===== src/rtl/multicycle_sequencer_pkg.sv =====
// State encodings and PC-source selects shared by the multi-cycle sequencer and its bench.
package multicycle_sequencer_pkg;

  typedef enum logic [2:0] {
    ST_IDLE   = 3'd0,
    ST_FETCH  = 3'd1,
    ST_DECODE = 3'd2,
    ST_EXEC   = 3'd3,
    ST_MEM    = 3'd4,
    ST_WB     = 3'd5,
    ST_ERR    = 3'd7
  } state_e;

  localparam logic [1:0] PC_SRC_SEQ = 2'd0;
  localparam logic [1:0] PC_SRC_BR  = 2'd1;
  localparam logic [1:0] PC_SRC_JMP = 2'd2;

endpackage


===== src/rtl/multicycle_sequencer_timer.sv =====
// Memory wait-cycle counter: clears on request, counts unacknowledged cycles, flags the limit.
// hit is combinational from the count so the FSM can weigh it against mem_ack in the same cycle.
module mem_wait_timer #(
  parameter int MEM_TIMEOUT = 255,
  parameter int TO_W        = 8
) (
  input  logic clk,
  input  logic rst_n,
  input  logic clr,
  input  logic inc,
  output logic hit
);

  localparam logic [TO_W-1:0] LIMIT = TO_W'(MEM_TIMEOUT);

  logic [TO_W-1:0] cnt_q, cnt_d;

  always_comb begin
    cnt_d = cnt_q;
    if (clr) begin
      cnt_d = '0;
    end else if (inc) begin
      cnt_d = cnt_q + 1'b1;
    end
  end

  always_ff @(posedge clk or negedge rst_n) begin
    if (!rst_n) begin
      cnt_q <= '0;
    end else begin
      cnt_q <= cnt_d;
    end
  end

  assign hit = (cnt_q == LIMIT);

endmodule


===== src/rtl/multicycle_sequencer.sv =====
// Multi-cycle control FSM: FETCH/DECODE/EXEC/MEM/WB over a shared single-port memory.
// Strobes are decoded from state and inputs; a memory timeout parks the FSM in ERR until reset.
module multicycle_sequencer
  import multicycle_sequencer_pkg::*;
#(
  parameter int MEM_TIMEOUT = 255,
  parameter int TO_W        = 8,
  parameter int CNT_W       = 32
) (
  input  logic             clk,
  input  logic             rst_n,
  input  logic             run,
  input  logic             is_load,
  input  logic             is_store,
  input  logic             is_branch,
  input  logic             br_taken,
  input  logic             is_jump,
  input  logic             wb_en,
  input  logic             mem_ack,
  output logic             mem_req,
  output logic             mem_we,
  output logic             mem_addr_sel,
  output logic             ir_we,
  output logic             pc_we,
  output logic [1:0]       pc_src,
  output logic             alu_out_we,
  output logic             mdr_we,
  output logic             rf_we,
  output logic [2:0]       state,
  output logic             busy,
  output logic             err,
  output logic [CNT_W-1:0] retired
);

  state_e           state_q, state_d;
  logic [CNT_W-1:0] retired_q, retired_d;
  logic             retire;
  logic             waiting;
  logic             to_hit;
  logic             c_load, c_store, c_branch, c_jump;

  // Several class flags at once resolve as load > store > branch > jump.
  assign c_load   = is_load;
  assign c_store  = is_store && !is_load;
  assign c_branch = is_branch && !is_load && !is_store;
  assign c_jump   = is_jump && !is_load && !is_store && !is_branch;

  assign waiting = (state_q == ST_FETCH) || (state_q == ST_MEM);

  mem_wait_timer #(
    .MEM_TIMEOUT(MEM_TIMEOUT),
    .TO_W       (TO_W)
  ) u_timer (
    .clk  (clk),
    .rst_n(rst_n),
    .clr  (!waiting || mem_ack),
    .inc  (waiting && !mem_ack),
    .hit  (to_hit)
  );

  always_comb begin
    state_d      = state_q;
    retire       = 1'b0;
    mem_req      = 1'b0;
    mem_we       = 1'b0;
    mem_addr_sel = 1'b0;
    ir_we        = 1'b0;
    pc_we        = 1'b0;
    pc_src       = PC_SRC_SEQ;
    alu_out_we   = 1'b0;
    mdr_we       = 1'b0;
    rf_we        = 1'b0;
    unique case (state_q)
      ST_IDLE: begin
        if (run) state_d = ST_FETCH;
      end
      ST_FETCH: begin
        mem_req = 1'b1;
        if (mem_ack) begin
          ir_we   = 1'b1;
          pc_we   = 1'b1;
          state_d = ST_DECODE;
        end else if (to_hit) begin
          state_d = ST_ERR;
        end
      end
      ST_DECODE: state_d = ST_EXEC;
      ST_EXEC: begin
        alu_out_we = 1'b1;
        if (c_branch) begin
          pc_we  = br_taken;
          pc_src = PC_SRC_BR;
        end else if (c_jump) begin
          pc_we  = 1'b1;
          pc_src = PC_SRC_JMP;
        end
        if (c_load || c_store) state_d = ST_MEM;
        else if (wb_en)        state_d = ST_WB;
        else                   retire  = 1'b1;
      end
      ST_MEM: begin
        mem_req      = 1'b1;
        mem_addr_sel = 1'b1;
        mem_we       = c_store;
        if (mem_ack) begin
          mdr_we = c_load;
          if (c_load) state_d = ST_WB;
          else        retire  = 1'b1;
        end else if (to_hit) begin
          state_d = ST_ERR;
        end
      end
      ST_WB: begin
        rf_we  = wb_en;
        retire = 1'b1;
      end
      ST_ERR: state_d = ST_ERR;
      default: state_d = ST_IDLE;
    endcase
    if (retire) state_d = run ? ST_FETCH : ST_IDLE;
    retired_d = retired_q + CNT_W'(retire);
  end

  always_ff @(posedge clk or negedge rst_n) begin
    if (!rst_n) begin
      state_q   <= ST_IDLE;
      retired_q <= '0;
    end else begin
      state_q   <= state_d;
      retired_q <= retired_d;
    end
  end

  assign state   = state_q;
  assign busy    = (state_q != ST_IDLE) && (state_q != ST_ERR);
  assign err     = (state_q == ST_ERR);
  assign retired = retired_q;

endmodule

===== config.mk =====
export PLATFORM = sky130hd
export DESIGN_NAME = multicycle_sequencer
export DESIGN_NICKNAME = d
export VERILOG_FILES = /design/src/rtl/multicycle_sequencer_pkg.sv /design/src/rtl/multicycle_sequencer_timer.sv /design/src/rtl/multicycle_sequencer.sv
export SDC_FILE = /design/constraint.sdc
export NUM_CORES = 1
export LEC_CHECK = 0
export CORE_UTILIZATION = 45
export CTS_CLUSTER_DIAMETER = 120
export DETAILED_ROUTE_END_ITERATION = 10
export GPL_TIMING_DRIVEN = 0
export PLACE_DENSITY = 0.8
export SETUP_SLACK_MARGIN = 0.15
export SYNTH_ARGS = -nofsm -noshare
export SYNTH_HDL_FRONTEND = slang
export SYNTH_SLANG_ARGS = --single-unit

===== constraint.sdc =====
create_clock -name clk -period 6.42 [get_ports clk]
set_input_delay 1.926 -clock clk [delete_from_list [all_inputs] [get_ports clk]]
set_output_delay 1.926 -clock clk [all_outputs]
set_load 0.02 [all_outputs]

## Word-level counts from Yosys, hierarchy flattened

Index checks and enable logic that the tools add are counted.

| word-level totals | value |
|---|---|
| register bits after elaboration | 43 |
| logic and storage cells | 70 |
| input bits | 10 |
| output and inout bits | 47 |

| cells by class | value |
|---|---|
| equality and inequality tests | 12 |
| reductions and logical operators | 21 |
| add/sub/neg operators | 2 |
| multiplexer cells | 32 |

Operator list:

| cell | count |
|---|---|
| 32-bit by 1-bit adder with 32-bit output | 1 |
| 3-bit 2-to-1 mux | 8 |
| 3-bit case mux with 7 select lines | 1 |
| 1-bit 2-to-1 mux | 16 |
| 8-bit 2-to-1 mux | 2 |
| 3-bit == test, second input constant | 3 |
| 8-bit by 1-bit adder with 8-bit output, second input constant | 1 |
| 8-bit == test, second input constant | 1 |
| 1-bit logical AND | 8 |
| 4-bit != test, second input constant | 2 |
| 3-bit by 2-bit == test with 1-bit output, second input constant | 2 |
| 2-bit 2-to-1 mux | 3 |
| 3-bit != test, second input constant | 2 |
| 1-bit zero test | 5 |
| 4-bit AND reduction | 1 |
| 3-bit by 1-bit == test with 1-bit output, second input constant | 1 |
| 3-bit zero test | 1 |
| 1-bit logical OR | 3 |
| 1-bit case mux with 3 select lines | 1 |
| 3-bit nonzero test | 1 |
| 2-bit != test, second input constant | 1 |
| 1-bit case mux with 2 select lines | 1 |
| 2-bit nonzero test | 1 |
| 2-bit OR reduction | 1 |

## Depth between registers and ports, before layout

| depth | value |
|---|---|
| depth in word-level cells | 7 |
| mapped depth | 11 |
| mapped depth without buffers | 10 |

## Hierarchy

A second synthesis with hierarchy kept.

| second synthesis, totals | value |
|---|---|
| cell total of the unflattened synthesis | 204 |
| area total of the unflattened synthesis | 2,169.6 sq um |

Modules (own cells, without submodules):

| module | area an instance (sq um) | times used | sequential area each (sq um) | cells an instance |
|---|---|---|---|---|
| multicycle_sequencer | 1,773.0 | 1 | 875.8 | 165 |
| mem_wait_timer | 396.6 | 1 | 200.2 | 39 |

## Least setup slack after synthesis

OpenSTA, ideal clock, no wires.

| timing | value |
|---|---|
| path type | input -> output |
| from | input port is_load |
| to | output port pc_we |
| arrival | 3.063 ns |
| required time | 4.494 ns |
| buffers on the path | 0 |
| slack | 1.431 ns |
| stages | 4 |
| cell sequence | nor2_1 > nand2_1 > nor3b_1 > a211o_1 |

| between the ends | value |
|---|---|
| cells in the longest elaborated chain, start to end | 7 |
| elaborated cells between the ends (all ways) | 9 |
| those cells by class | 3 x mux; 6 x reduce/logical |

RTL lines:

| element | line | source |
|---|---|---|
| start: declaration | multicycle_sequencer.sv:13 | `input logic is_load,` |
| 1-bit zero test * | multicycle_sequencer.sv:45, multicycle_sequencer.sv:46 |  |
| 1-bit logical AND (3 in a row) | multicycle_sequencer.sv:46 | `assign c_jump = is_jump && !is_load && !is_store && !is_branch;` |
| 1-bit 2-to-1 mux | multicycle_sequencer.sv:93 | `end else if (c_jump) begin` |
| 1-bit 2-to-1 mux * | multicycle_sequencer.sv:90 | `if (c_branch) begin` |
| 1-bit case mux with 2 select lines * | multicycle_sequencer.sv:73 | `unique case (state_q)` |
| end: declaration | multicycle_sequencer.sv:24 | `output logic pc_we,` |

Mark *: on every way between the ends. The rest lies on a longest branch, timed or not.

## Worst setup path in the final report

Ends and elaborated chain as after synthesis.

==> metrics.md <==
| Metric | Value |
|---|---|
| Vias | `between 1500 and 2000` |
| Hold_ws | `~0.49 ns` |
| Peak VDD IR | `about 0.26 mV` |
| Routed length per placed instance | `about 14 um` |
| R2R cell count | `11` |
| Crit-path slowest cell | `clkdlybuf4s50_1` |
| Highest clock rate | `between 0.15 and 0.2 GHz` |
| Area after DPL | `2830 sq um` |
| Core Area | `4500 sq um` |
| Final Skew | `approximately 0.0071 ns` |
| Row Count | `24` |
| Die area | `approximately 5100 sq um` |
| Reg-to-reg slack, setup | `around 3.3 ns` |
| Setup crit start kind | `primary input` |
| Routed Antenna Nets | `0` |
| Input/output buffers | `56` |
| Total Nets Final | `around 290` |
| First-pass GRT wire length | `a little under 8000 um` |
| Die Wd | `~72 um` |
| Clk Latency, worst-skew pair | `0.30 ns` |
| Initial antenna violation count | `0` |
| Outcome | `finished, final reports clean` |
| Final Setup Violations | `0` |
| Number of buffers created by CTS | `5` |
| Final Max Tran Viols | `0` |
| Largest net degree at the start of global routing | `36` |
| # Post-CTS Setup Buffers | `0` |
| Clock-pin slew on the worst setup and hold paths | `roughly 0.080 ns` |
| Total power | `876 uW` |
| H-tree depth | `2` |
| Longest Clk Path Bufs | `2` |
| Max cap viols | `0` |
| Final Instance Area | `between 2000 and 3000 sq um` |
| CP Cell Sequence | `clkdlybuf4s50_1, nor2_1, nand2_1, nor3b_1, a211o_1, clkdlybuf4s50_1` |
| Clock sink count | `43` |
| Post-CTS sizing | `0` |
| Placer Congestion | `0.836` |
| Post-DP HPWL | `~3200 um` |
| Routed WL | `4420 um` |
| Worst r2r src | `state[0]$_DFFE_PN0P_` |
| Proportion of layout cells with a drive suffix above 1 | `under 10%` |
| Mapped Area | `~2200 sq um` |
| Avg Inst Size Synth | `approximately 10 sq um` |
| # DRC | `0` |
| Synth cell types | `34` |
| Rel. slew slack | `a little under three fifths` |
| # hold bufs at CTS | `0` |
| Critical path's most frequent cell | `clkdlybuf4s50_1` |
| Syn Nets | `roughly 220` |
| Gr usage total | `about 20%` |
| DR pass1 iterations | `4` |
| Worst min path class | `reg2reg` |
| CP Data Required Time | `around 4.5 ns` |
| Worst hold endpoint | `retired[31]$_DFF_PN0_` |
| Cells after Synth | `210` |
| Vias/cell | `5.39` |
| Critical path class | `in2out` |
| Crit path capture type | `output pin` |
| Starting Density | `48.5%` |
| Worst-margin pin slew | `approximately 0.65 ns` |
| Hold Path Cell Cnt | `1` |
| Fin crit share | `about nine tenths` |
| I/O Pins | `57` |
| HP Start | `retired[31]$_DFF_PN0_` |
| Power Density | `just under 300 nW/um^2` |
| WP data arrival | `3.74 ns` |
| Total global routing overflow | `0` |
| Worst Path Max Fanout | `4` |
| RSZ-0062 raised after global routing | `false` |
| Final hold vios | `0` |
| FF-to-FF End | `retired[16]$_DFF_PN0_` |
| Area delta synth->final | `35.4%` |
| Fill count | `around 380` |
| Die height | `between 70 and 80 um` |
| Diode count | `0` |
| Yosys reg bits | `43` |
| Yosys warns | `0` |
| Post-layout min period | `roughly 5.7 ns` |
| Drt initial violations | `93` |
| Vias in the first global route | `~1700` |
| CTS tree | `done` |
| Seq/Total Area, Yosys | `between 40% and 50%` |
| Clk root buf | `clkbuf_8` |
| Setup TNS after final layout | `0 ns` |
| Worst stage delay on the critical path | `between 0.5 and 0.6 ns` |
| Static Leak | `between 0.001 and 0.0015 uW` |
## cell usage in the layout, fill, tap and decap left out, types with 3 or more instances in the layout
| cell type | Yosys | routed |
|---|---|---|
| nand2_1 | 15 | 15 |
| xor2_1 | 6 | 6 |
| and4_1 | 3 | 3 |
| and3_1 | 6 | 6 |
| clkdlybuf4s50_1 | 0 | 55 |
| clkbuf_1 | 3 | 4 |
| nand4_1 | 9 | 9 |
| dfrtp_1 | 43 | 43 |
| buf_2 | 2 | 3 |
| clkbuf_8 | 0 | 5 |
| xnor2_1 | 29 | 29 |
| a21oi_1 | 8 | 8 |
| nor3_1 | 3 | 3 |
| o21ai_0 | 4 | 4 |
| and2_1 | 3 | 3 |
| nand2b_1 | 3 | 3 |
| nor4_4 | 3 | 3 |
| nand3_1 | 19 | 19 |
| inv_1 | 5 | 5 |
| ha_1 | 4 | 4 |
| or3_1 | 3 | 3 |
| nor2_1 | 21 | 21 |
## worst max-delay path, delay by kind of cell
| family | cells | cell delay (ns) |
|---|---|---|
| compound gates | 1 | 0.15 |
| buf+inv | 2 | 1.03 |
| simple gates | 3 | 0.63 |
## power breakdown
part | total, uW | switching (uW) | internal [uW]
clock | 244 | 88.9 | 155
combinational | 301 | 164 | 137
sequential | 330 | 33.1 | 297
## final cells by class
class	instances	area, sq um	share of cell area (%)
clock buffer	6	72.6	2.45
buffer	6	25.0	0.846
multi-input combinational	156	1060	36.0
inverter	5	18.8	0.635
tap	52	65.1	2.20
timing repair buffer	57	576	19.5
clock inverter	2	60.1	2.03
sequential	43	1080	36.4
## state kept, by name, summed over array words and instances, names as in the netlist
signal and flops:
retired 32, state 3, u_timer.cnt_q 8
## through the flow
stage | instances | worst slack [ns] | util [%]
after floorplan | 210 | 1.43 | -
after global placement | 318 | 0.738 | 62.4
after detailed placement | 319 | 0.731 | 62.7
after CTS | 327 | 0.730 | 65.7
after global routing | 327 | 0.602 | 65.7
final | 327 | 0.756 | 65.7
## cell families after synthesis
kind of cell	share of synthesized area, %
and+or+nand+nor	25.9
DFF	49.3
xor gates and xnor gates	14.0
AOI/OAI and AO/OA	6.47
buffers and inverters	2.00
adders and majority gates	2.29
## synthesized netlist by cell type, drive strengths merged
master,count,area (sq um)
and3,6,37.5
inv,5,18.8
a211o,2,17.5
a2111oi,1,8.76
a21oi,8,40.0
nor2,21,78.8
xnor2,29,254
nor4,3,63.8
nand4,11,98.8
nand3,19,95.1
a21o,2,15.0
clkbuf,3,11.3
dfrtp,43,1080
or3,3,18.8
and4,3,26.3
ha,4,50.1
and2,3,18.8
and3b,1,8.76
a32oi,1,8.76
buf,3,13.8
nand2,15,56.3
o21bai,1,7.51
nor3,3,15.0
o41ai,1,8.76
a22o,1,8.76
nand2b,3,18.8
nand3b,1,7.51
o22ai,1,6.26
or4,1,7.51
nor3b,2,15.0
xor2,6,52.6
o21ai,4,20.0
## per-layer routing
metal / part of all wire, % / wire, um / up-vias / global-route usage (%)
li1: - / - / 859 / -
met1: 46 / 2050 / 856 / 26.0
met2: 48 / 2110 / 45 / 30.2
met3: 5.3 / 236 / 2 / 6.89
met4: 0.48 / 21 / 0 / 5.66
met5: 0 / 0 / - / 0
## how the worst max path moves through the flow
stage,slack [ns],to,from
floorplan,1.43,pc_we,is_load
global placement,0.74,pc_we,is_load
detailed placement,0.73,pc_we,is_load
CTS,0.73,pc_we,is_load
global route,0.60,pc_we,is_load
finish,0.76,pc_we,is_load
No activity file was read; power rests on OpenSTA's default activity.
